[src/rtl/riscv_hwloop_pkg.sv]
// Shared types and constants for the hardware-loop unit and its per-loop slots.
// Macro HWLP_DUAL_ISSUE_EN (see riscv_hwloop_unit_nested) does not affect this package.
package riscv_hwloop_pkg;

    localparam int unsigned HWLP_PC_W = 32;

    typedef enum logic [1:0] {
        IDLE   = 2'd0,
        ARMED  = 2'd1,
        ACTIVE = 2'd2
    } hwlp_state_e;

    typedef enum logic [1:0] {
        START = 2'd0,
        END   = 2'd1,
        COUNT = 2'd2
    } hwlp_regsel_e;

endpackage

[src/rtl/riscv_hwloop_slot.sv]
// One hardware-loop register set: start/end/count, in-flight decrement tracking, state FSM and
// end-address match. HWLP_DUAL_ISSUE_EN adds a second comparator for the paired instruction.
module riscv_hwloop_slot
    import riscv_hwloop_pkg::*;
#(
    parameter int unsigned CNT_W        = 32,
    parameter int unsigned MAX_INFLIGHT = 3,
    parameter int unsigned PW           = $clog2(MAX_INFLIGHT + 1)
) (
    input  logic                 clk,
    input  logic                 rst,
    input  logic                 wr_start_i,
    input  logic                 wr_end_i,
    input  logic                 wr_count_i,
    input  logic [HWLP_PC_W-1:0] wr_data_i,
    input  logic                 issue_i,
    input  logic                 retire_i,
    input  logic                 flush_i,
    input  logic [HWLP_PC_W-1:0] pc_i,
    input  logic                 pc_valid_i,
`ifdef HWLP_DUAL_ISSUE_EN
    input  logic [HWLP_PC_W-1:0] pc2_i,
    input  logic                 pc2_valid_i,
    output logic                 match2_o,
`endif
    output logic [HWLP_PC_W-1:0] start_o,
    output logic [HWLP_PC_W-1:0] end_o,
    output logic [CNT_W-1:0]     count_o,
    output logic                 active_o,
    output logic                 match_o,
    output logic                 full_o
);

    logic [HWLP_PC_W-1:0] start_q, start_d;
    logic [HWLP_PC_W-1:0] end_q, end_d;
    logic [CNT_W-1:0]     count_q, count_d;
    logic [PW-1:0]        pending_q, pending_d;
    hwlp_state_e          state_q, state_d;
    logic [CNT_W-1:0]     eff;
    logic                 eff_ok;

    always_ff @(posedge clk) begin
        if (rst) begin
            start_q   <= '0;
            end_q     <= '0;
            count_q   <= '0;
            pending_q <= '0;
            state_q   <= IDLE;
        end else begin
            start_q   <= start_d;
            end_q     <= end_d;
            count_q   <= count_d;
            pending_q <= pending_d;
            state_q   <= state_d;
        end
    end

    // A count write overrides any same-cycle retire or issue on this loop.
    always_comb begin
        start_d = wr_start_i ? wr_data_i : start_q;
        end_d   = wr_end_i ? wr_data_i : end_q;

        count_d = count_q;
        if (wr_count_i) begin
            count_d = wr_data_i[CNT_W-1:0];
        end else if (retire_i && count_q != '0) begin
            count_d = count_q - CNT_W'(1);
        end

        pending_d = pending_q;
        if (wr_count_i || flush_i) begin
            pending_d = '0;
        end else if (issue_i && !retire_i) begin
            pending_d = pending_q + PW'(1);
        end else if (!issue_i && retire_i && pending_q != '0) begin
            pending_d = pending_q - PW'(1);
        end
    end

    always_comb begin
        state_d = state_q;
        if (wr_count_i) begin
            state_d = (wr_data_i[CNT_W-1:0] == '0) ? IDLE : ARMED;
        end else if (retire_i && count_q == CNT_W'(1)) begin
            state_d = IDLE;
        end else if (issue_i && state_q == ARMED) begin
            state_d = ACTIVE;
        end
    end

    // Iterations still owed once every in-flight decrement lands; a jump needs at least two.
    always_comb begin
        eff      = count_q - CNT_W'(pending_q);
        eff_ok   = (state_q != IDLE) && (eff >= CNT_W'(2));
        active_o = (state_q != IDLE);
        match_o  = pc_valid_i && (pc_i == end_q) && eff_ok;
        full_o   = (pending_q == PW'(MAX_INFLIGHT));
`ifdef HWLP_DUAL_ISSUE_EN
        match2_o = pc2_valid_i && (pc2_i == end_q) && eff_ok;
`endif
    end

    assign start_o = start_q;
    assign end_o   = end_q;
    assign count_o = count_q;

endmodule

[src/rtl/riscv_hwloop_unit_nested.sv]
// Nested hardware-loop unit: per-loop slots, lowest-index priority redirect, setup writes and CSR
// reads. Define HWLP_DUAL_ISSUE_EN to add the second-slot end compare and di_prevent_o.
module riscv_hwloop_unit_nested
    import riscv_hwloop_pkg::*;
#(
    parameter int unsigned N_REGS       = 2,
    parameter int unsigned CNT_W        = 32,
    parameter int unsigned MAX_INFLIGHT = 3,
    localparam int unsigned IDX_W       = (N_REGS > 1) ? $clog2(N_REGS) : 1
) (
    input  logic                 clk,
    input  logic                 rst,
    input  logic [HWLP_PC_W-1:0] current_pc_i,
    input  logic                 pc_valid_i,
`ifdef HWLP_DUAL_ISSUE_EN
    input  logic                 current_is_compressed_i,
    input  logic                 i2_valid_i,
    output logic                 di_prevent_o,
`endif
    input  logic                 regwr_en_i,
    input  logic [1:0]           regwr_sel_i,
    input  logic [IDX_W-1:0]     regwr_idx_i,
    input  logic [HWLP_PC_W-1:0] regwr_data_i,
    input  logic [N_REGS-1:0]    dec_retire_i,
    input  logic                 flush_i,
    input  logic [1:0]           rd_sel_i,
    input  logic [IDX_W-1:0]     rd_idx_i,
    output logic [HWLP_PC_W-1:0] rd_data_o,
    output logic                 hwlp_jump_o,
    output logic [HWLP_PC_W-1:0] hwlp_targ_addr_o,
    output logic [N_REGS-1:0]    hwlp_dec_cnt_o,
    output logic                 hwlp_stall_o,
    output logic [N_REGS-1:0]    hwlp_active_o
);

    logic [N_REGS-1:0][HWLP_PC_W-1:0] slot_start;
    logic [N_REGS-1:0][HWLP_PC_W-1:0] slot_end;
    logic [N_REGS-1:0][CNT_W-1:0]     slot_count;
    logic [N_REGS-1:0]                slot_match;
    logic [N_REGS-1:0]                slot_full;
    logic [N_REGS-1:0]                wr_start, wr_end, wr_count;
    logic [N_REGS-1:0]                cand;
    logic [IDX_W-1:0]                 win;
    logic                             found;
    logic [HWLP_PC_W-1:0]             rd_data_q, rd_data_d;

`ifdef HWLP_DUAL_ISSUE_EN
    logic [N_REGS-1:0]    slot_match2;
    logic [HWLP_PC_W-1:0] pc2;
    logic                 pc2_valid;

    assign pc2       = current_pc_i + (current_is_compressed_i ? 32'd2 : 32'd4);
    assign pc2_valid = pc_valid_i && i2_valid_i;
`endif

    for (genvar j = 0; j < N_REGS; j++) begin : g_slot
        riscv_hwloop_slot #(
            .CNT_W        (CNT_W),
            .MAX_INFLIGHT (MAX_INFLIGHT)
        ) u_slot (
            .clk         (clk),
            .rst         (rst),
            .wr_start_i  (wr_start[j]),
            .wr_end_i    (wr_end[j]),
            .wr_count_i  (wr_count[j]),
            .wr_data_i   (regwr_data_i),
            .issue_i     (hwlp_dec_cnt_o[j]),
            .retire_i    (dec_retire_i[j]),
            .flush_i     (flush_i),
            .pc_i        (current_pc_i),
            .pc_valid_i  (pc_valid_i),
`ifdef HWLP_DUAL_ISSUE_EN
            .pc2_i       (pc2),
            .pc2_valid_i (pc2_valid),
            .match2_o    (slot_match2[j]),
`endif
            .start_o     (slot_start[j]),
            .end_o       (slot_end[j]),
            .count_o     (slot_count[j]),
            .active_o    (hwlp_active_o[j]),
            .match_o     (slot_match[j]),
            .full_o      (slot_full[j])
        );
    end

    always_comb begin
        wr_start = '0;
        wr_end   = '0;
        wr_count = '0;
        if (regwr_en_i && (32'(regwr_idx_i) < N_REGS)) begin
            case (regwr_sel_i)
                START:   wr_start[regwr_idx_i] = 1'b1;
                END:     wr_end[regwr_idx_i]   = 1'b1;
                COUNT:   wr_count[regwr_idx_i] = 1'b1;
                default: ;
            endcase
        end
    end

    // First-slot matches always outrank second-slot matches; within a slot, lowest index wins.
    always_comb begin
        cand = slot_match;
`ifdef HWLP_DUAL_ISSUE_EN
        if (slot_match == '0) begin
            cand = slot_match2;
        end
`endif
        found = 1'b0;
        win   = '0;
        for (int j = 0; j < N_REGS; j++) begin
            if (cand[j] && !found) begin
                found = 1'b1;
                win   = IDX_W'(j);
            end
        end
    end

    // A saturated winner holds ID rather than letting a lower-priority loop take the redirect.
    always_comb begin
        hwlp_jump_o      = found && !slot_full[win];
        hwlp_stall_o     = found && slot_full[win];
        hwlp_targ_addr_o = hwlp_jump_o ? slot_start[win] : '0;
        hwlp_dec_cnt_o   = '0;
        if (hwlp_jump_o) begin
            hwlp_dec_cnt_o[win] = 1'b1;
        end
    end

`ifdef HWLP_DUAL_ISSUE_EN
    assign di_prevent_o = |slot_match;
`endif

    always_comb begin
        rd_data_d = '0;
        if (32'(rd_idx_i) < N_REGS) begin
            case (rd_sel_i)
                START:   rd_data_d = slot_start[rd_idx_i];
                END:     rd_data_d = slot_end[rd_idx_i];
                COUNT:   rd_data_d = HWLP_PC_W'(slot_count[rd_idx_i]);
                default: rd_data_d = '0;
            endcase
        end
    end

    always_ff @(posedge clk) begin
        if (rst) begin
            rd_data_q <= '0;
        end else begin
            rd_data_q <= rd_data_d;
        end
    end

    assign rd_data_o = rd_data_q;

endmodule
[config.mk]
export PLATFORM = sky130hd
export DESIGN_NAME = riscv_hwloop_unit_nested
export DESIGN_NICKNAME = d
export VERILOG_FILES = /design/src/rtl/riscv_hwloop_pkg.sv /design/src/rtl/riscv_hwloop_slot.sv /design/src/rtl/riscv_hwloop_unit_nested.sv
export SDC_FILE = /design/constraint.sdc
export NUM_CORES = 1
export LEC_CHECK = 0
export CAP_MARGIN = 0
export CELL_PAD_IN_SITES_DETAIL_PLACEMENT = 1
export CELL_PAD_IN_SITES_GLOBAL_PLACEMENT = 1
export CORE_UTILIZATION = 35
export CTS_CLUSTER_SIZE = 28
export DETAILED_ROUTE_END_ITERATION = 8
export DONT_BUFFER_PORTS = 1
export PLACE_DENSITY = 0.74
export SLEW_MARGIN = 30
export SYNTH_ARGS = -nofsm -noshare
export SYNTH_HDL_FRONTEND = slang
export SYNTH_SLANG_ARGS = --single-unit
export TNS_END_PERCENT = 20
[constraint.sdc]
create_clock -name clk -period 7.2 [get_ports clk]
set_input_delay 2.16 -clock clk [delete_from_list [all_inputs] [get_ports clk]]
set_output_delay 2.16 -clock clk [all_outputs]
set_load 0.01 [all_outputs]
==> flow_summary.json, run 1 <==
{
  "clockRootBuffer": "clkbuf_16",
  "via_count": 12570,
  "arrival_ps": 4860,
  "timing.slew.headroom_pct": 35.6,
  "std_cell_rows": 70,
  "routed_wire_length_per_instance_microns": 26.6,
  "number_of_remaining_drc_errors": 0,
  "timing.final.hold_violations": 0,
  "count_of_tritonroute_iterations_in_the_first_routing_pass": 5,
  "post_cts.resized_instances": 0,
  "post-cts-setup-buffer-count": 0,
  "cts.htree.levels": 1,
  "initial_utilization_pct": 35.5,
  "finalSetupViolations": 0,
  "status": "finished, final reports clean",
  "yosys.area.top_type": "dfxtp_1",
  "route.final.wire_length_mm": 55.2,
  "worst_hold_slack_ps": 486,
  "grt_setup_unrepaired": "false",
  "dominantRegCellSynth": "dfxtp_1",
  "grt_start_max_net_pins": 199,
  "power.density_cell_area_nw_per_um2": 282,
  "synth_instances": 1677,
  "ff2ff_path_depth": 11,
  "worst_clock_skew_ps": 12.1,
  "layout-area-overhead-vs-synth_pct": 9.67,
  "dpl.hpwl_mm": 40.8,
  "r2r_start": "g_slot[0].u_slot.pending_q[0]$_SDFFE_PP0P_",
  "utilization_pct": 38.9,
  "drtIter0Drc": 998,
  "regToRegSetupSlack_ps": 3220,
  "final_area_sq_um": 14200,
  "cts_buffers": 28,
  "yosysWarnings": 0,
  "layout-drive-gt1-share_pct": 6.09,
  "ctsHoldBuffers": 0,
  "grt_overflow": 0,
  "syn-cell-area_sq_um": 12900,
  "final_critical_path_setup_slack_ps": 180,
  "postSynth.asyncResetShare_pct": 0,
  "yosys-top-cells-area": "dfxtp_1, nand2_1, a211oi_1",
  "layout.cells.non_filler": 2078,
  "pre_cts_slack_ps": 194,
  "grt_use_total_pct": 28.8,
  "tritoncts": "done",
  "fp.dieArea_sq_um": 37800,
  "period_share_pct": 97.5,
  "required_time_of_the_worst_setup_path_ps": 5040,
  "timing_worst_setup_path_type": "primary input to output port",
  "port_buffer_count": 0,
  "floorplan.core_area_sq_um": 36500,
  "timing.critical_path.from": "current_pc_i[28]",
  "crit_path_start_kind": "primary input",
  "timing.final.crit_period_ps": 7020,
  "finalWeightedCongestion": 0.938,
  "die_span_y_microns": 194,
  "die_width_microns": 194,
  "post_synth.cell_area_avg_sq_um": 7.72,
  "edff_count_synth": 0,
  "tightestPinTransition_ps": 954,
  "setup.worst_path.end_class": "output port",
  "r2r_end": "g_slot[0].u_slot.pending_q[0]$_SDFFE_PP0P_",
  "postPlaceCellArea_sq_um": 13200,
  "placed_cells": 2026,
  "wire_length_of_the_first_global_routing_pass_mm": 82.2,
  "design_power_total_mw": 4.01,
  "grt_antenna_before_repair": 0,
  "crit_end": "hwlp_stall_o",
  "cellLeakagePower_nw": 4.93,
  "nets": 1675,
  "num_io_pins": 147,
  "via_per_inst": 6.05,
  "cts.sink_count": 232,
  "post_synth_top_area_share_pct": 35.9,
  "tns_ps": 0,
  "vdd_drop_max_uv": 186,
  "diodes": 0,
  "cts_max_path_buffers": 3,
  "crit_path_max_fanout": 2,
  "cts.reportedPaths.clkPinSlew_ps": 60,
  "slew_viol_final": 0,
  "cap_violations": 0,
  "synth.net_count": 1764,
  "yosysSeqAreaShare_pct": 35.9,
  "ys_seq_elements": 232,
  "min_path_type": "flip-flop to flip-flop",
  "clock.fmax_mhz": 142,
  "vias_in_the_first_global_route": 12651,
  "yosys.cell_types.count": 70,
  "clock_latency_ps": 560,
  "detail-route-antenna-nets": 0
}
where the power goes:
part / total, mW / internal, mW / switching, mW
registers: 1.58 / 1.38 / 0.199
logic: 0.838 / 0.342 / 0.495
clock network: 1.59 / 1.00 / 0.590
total: 4.01 / 2.72 / 1.28
placed cells by master, fill, tap and decap left out, drive strengths merged, types with 38 or more instances in the layout:
master / instances
nand2: 308
dfxtp: 232
nor2: 174
a21oi: 174
a211oi: 118
xor2: 76
mux2i: 66
xnor2: 59
nor4: 54
clkbuf: 40
nor3: 38
sequential cells by signal (all words and copies together), names as in the netlist:
name                     cells
g_slot.u_slot.count_o       64
g_slot.u_slot.end_o         64
g_slot.u_slot.start_o       64
rd_data_o                   32
g_slot.u_slot.pending_q      4
g_slot.u_slot.state_q        4
area by class of cell:
| class | instances | area (sq um) |
|---|---|---|
| Sequential cell | 232 | 4640 |
| Clock buffer | 40 | 817 |
| Multi-Input combinational cell | 1291 | 7700 |
| Timing Repair Buffer | 20 | 175 |
| Fill cell | 4382 | 22300 |
| Clock inverter | 12 | 221 |
| Tap cell | 468 | 586 |
| Inverter | 15 | 56.3 |
synthesized netlist by cell type (3+ instances only):
cell        n
and3_1      3
nor4_1     53
dfxtp_1   232
a311oi_1    7
buf_4       4
nand2_1   308
nor2b_1     6
nand4_1    24
nand3_1    21
xnor2_1    59
or2_2       5
o31ai_1     3
or4_1      15
nand2b_1    7
nor3_1     37
buf_6       4
inv_1      15
or3_1      18
a221oi_1    3
clkbuf_1  111
xor2_1     76
o41ai_1     3
a22o_1     25
a21oi_1   173
mux2i_1    66
nor3b_1     5
buf_1      10
nor4b_1     3
nor2_1    174
nand4b_1    3
and2_1      5
a211oi_1  118
ha_1        8
buf_2       8
o21ai_0    12
a22o_2      7
routing by layer:
layer | GRT usage (%) | wire length, microns | vias up
met5 | 0 | 0 | -
met1 | 37.4 | 24200 | 6325
met4 | 9.20 | 1930 | 0
li1 | - | - | 5727
met2 | 48.5 | 25900 | 421
met3 | 4.77 | 3140 | 97
worst max-delay path, stage by stage:
cell	delay [ps]
xor2_1	150
or4_1	550
nor4_1	290
nand4_1	200
nor4_1	390
buf_4	220
or3b_2	470
o22ai_1	150
buf_4	160
buf_4	120
cell families (layout without fill, tap and decap cells):
group                      count (synthesis)  count (layout)  share of synthesized area, %
buffers and inverters                    154              87                          4.91
DFF                                      232             232                          35.9
xor gates and xnor gates                 135             135                          9.13
adders and majority gates                 10              10                          1.08
muxes                                     67              67                          5.19
and+or+nand+nor                          704             704                          24.9
AOI/OAI and AO/OA                        375             375                          18.9
worst min path at each step:
stage	endpoint	start	slack (ps)	depth (start not counted)
6_report	g_slot[0].u_slot.start_o[3]$_SDFFE_PP0P_	g_slot[0].u_slot.start_o[3]$_SDFFE_PP0P_	490	2
3_5_place_dp	g_slot[0].u_slot.start_o[4]$_SDFFE_PP0P_	g_slot[0].u_slot.start_o[4]$_SDFFE_PP0P_	470	2
2_1_floorplan	g_slot[1].u_slot.state_q[0]$_SDFFE_PP0P_	g_slot[1].u_slot.state_q[0]$_SDFFE_PP0P_	450	2
5_1_grt	g_slot[0].u_slot.start_o[29]$_SDFFE_PP0P_	g_slot[0].u_slot.start_o[29]$_SDFFE_PP0P_	510	2
3_3_place_gp	g_slot[0].u_slot.start_o[7]$_SDFFE_PP0P_	g_slot[0].u_slot.start_o[7]$_SDFFE_PP0P_	460	2
4_1_cts	g_slot[0].u_slot.start_o[4]$_SDFFE_PP0P_	g_slot[0].u_slot.start_o[4]$_SDFFE_PP0P_	480	2
No activity file was read; power rests on OpenSTA's default activity.
==> inputs of run 2 (changes only) <==
--- a/config.mk
+++ b/config.mk
@@ -12,7 +12,8 @@
 export CTS_CLUSTER_SIZE = 28
 export DETAILED_ROUTE_END_ITERATION = 8
 export DONT_BUFFER_PORTS = 1
-export PLACE_DENSITY = 0.74
+export GPL_ROUTABILITY_DRIVEN = 0
+export PLACE_DENSITY = 0.6
 export SLEW_MARGIN = 30
 export SYNTH_ARGS = -nofsm -noshare
 export SYNTH_HDL_FRONTEND = slang
==> run 2 against run 1 <==
Effect of this change:
- sequential power barely moved
- die area unchanged
- global-route usage is 0.86 points higher
- non-clock buffer count increased by 2
- total power fell by 2.9%
- critical endpoint is now hwlp_jump_o
==> flow_summary.json, run 2 (synthesized netlist as in run 1, its figures left out) <==
{
  "cts.htree.levels": 1,
  "clock.fmax_mhz": 145,
  "die_span_y_microns": 194,
  "via_per_inst": 5.93,
  "timing.critical_path.slowest_cell_delay_ps": 910,
  "timing.slew.headroom_pct": 35.9,
  "cts_buffers": 28,
  "cts.sink_count": 232,
  "tns_ps": 0,
  "pre_cts_slack_ps": 322,
  "post-cts-setup-buffer-count": 0,
  "cp_slowest_cell": "o41ai_1",
  "clockRootBuffer": "clkbuf_16",
  "initial_utilization_pct": 35.5,
  "slew_viol_final": 0,
  "ctsHoldBuffers": 0,
  "most-common-layout-cells": "nand2_1, dfxtp_1, nor2_1, a21oi_1, a211oi_1",
  "timing_worst_setup_path_type": "flip-flop to output port",
  "layout-area-overhead-vs-synth_pct": 9.27,
  "crit_top_cell": "nand4_1",
  "vdd_drop_max_uv": 158,
  "floorplan.core_area_sq_um": 36500,
  "multi_input_area_sq_um": 7710,
  "fill_cells": 4369,
  "die_width_microns": 194,
  "setup.worst_path.end_class": "output port",
  "timing.final.crit_period_ps": 6880,
  "final_common_cell": "nand2_1",
  "cts.reportedPaths.clkPinSlew_ps": 60,
  "via_count": 12320,
  "path_buf_inv": 1,
  "diodes": 0,
  "std_cell_rows": 70,
  "wire_length_of_the_first_global_routing_pass_mm": 83.2,
  "crit_chain": "nor4_1 > nand4_1 > or2_1 > o21ai_1 > nand4_1 > o41ai_1 > a21oi_4 > buf_12 > or2_2",
  "routed_wire_length_per_instance_microns": 27.1,
  "crit_path_max_fanout": 20,
  "num_io_pins": 147,
  "post_cts.resized_instances": 0,
  "worst_hold_slack_ps": 485,
  "grt_start_max_net_pins": 199,
  "worst_clock_skew_ps": 13.5,
  "route.final.wire_length_mm": 56.3,
  "worst_path_dominant_cell_family": "simple AND/OR/NAND/NOR gates",
  "status": "finished, final reports clean",
  "grt_overflow": 0,
  "detail-route-antenna-nets": 0,
  "power.density_cell_area_nw_per_um2": 275,
  "min_path_type": "flip-flop to flip-flop",
  "grt_setup_unrepaired": "false",
  "arrival_ps": 4720,
  "nets": 1677,
  "cellLeakagePower_nw": 4.92,
  "grt_use_total_pct": 29.6,
  "design_power_total_mw": 3.89,
  "placed_cells": 2028,
  "period_share_pct": 95.5,
  "final_critical_path_setup_slack_ps": 324,
  "cap_violations": 0,
  "number_of_remaining_drc_errors": 0,
  "vias_in_the_first_global_route": 12594,
  "port_buffer_count": 0,
  "clock_latency_ps": 570,
  "register_area_sq_um": 4640,
  "grt_antenna_before_repair": 3,
  "tritoncts": "done",
  "drtIter0Drc": 924,
  "finalSetupViolations": 0,
  "required_time_of_the_worst_setup_path_ps": 5040,
  "dpl.hpwl_mm": 41.7,
  "tightestPinTransition_ps": 949,
  "fp.dieArea_sq_um": 37800,
  "layout.cells.non_filler": 2079,
  "layout-drive-gt1-share_pct": 6.46,
  "cts_max_path_buffers": 3,
  "count_of_tritonroute_iterations_in_the_first_routing_pass": 5,
  "crit_path_start_kind": "flip-flop",
  "timing.final.hold_violations": 0
}
run 2: area by class of cell:
cell class,instances,area share (%)
multi-input combinational,1291,54.5
sequential,232,32.8
tap,468,4.14
clock inverter,14,0.937
clock buffer,37,5.77
timing repair buffer,22,1.43
inverter,15,0.398
run 2: path summary, 6_finish.rpt:
kind	to	slack, ps	startpoint	cells after the start
min	g_slot[0].u_slot.start_o[23]$_SDFFE_PP0P_	490	g_slot[0].u_slot.start_o[23]$_SDFFE_PP0P_	2
min reg2reg	g_slot[0].u_slot.start_o[23]$_SDFFE_PP0P_	490	g_slot[0].u_slot.start_o[23]$_SDFFE_PP0P_	2
max	hwlp_jump_o	320	g_slot[0].u_slot.count_o[2]$_SDFFE_PP0P_	9
max reg2reg	g_slot[0].u_slot.state_q[0]$_SDFFE_PP0P_	2930	g_slot[0].u_slot.count_o[2]$_SDFFE_PP0P_	10
run 2: through the flow:
stage,utilization (%),area [sq um]
floorplan,-,12900
detailed placement,36.1,13200
global route,38.7,14100
finish,38.7,14100
global placement,36.1,13200
CTS,38.7,14100
run 2: power breakdown:
part	internal [mW]	leakage, nW	total [mW]	switching [mW]
logic	0.338	2.56	0.839	0.500
registers	1.38	1.89	1.58	0.202
clock network	0.865	0.471	1.47	0.606
run 2: per-layer routing:
metal | wire, microns | global-route usage (%) | part of all wire, %
met5 | 27 | 0 | 0.048
met4 | 2640 | 12.7 | 4.7
met3 | 3990 | 7.06 | 7.1
met2 | 25600 | 47.7 | 45
met1 | 24100 | 37.8 | 43
run 2: worst min-delay path, cell delays in order (launching register included):
cell and delay [ps]:
dfxtp_1 330, nand2_1 60, a21oi_1 50
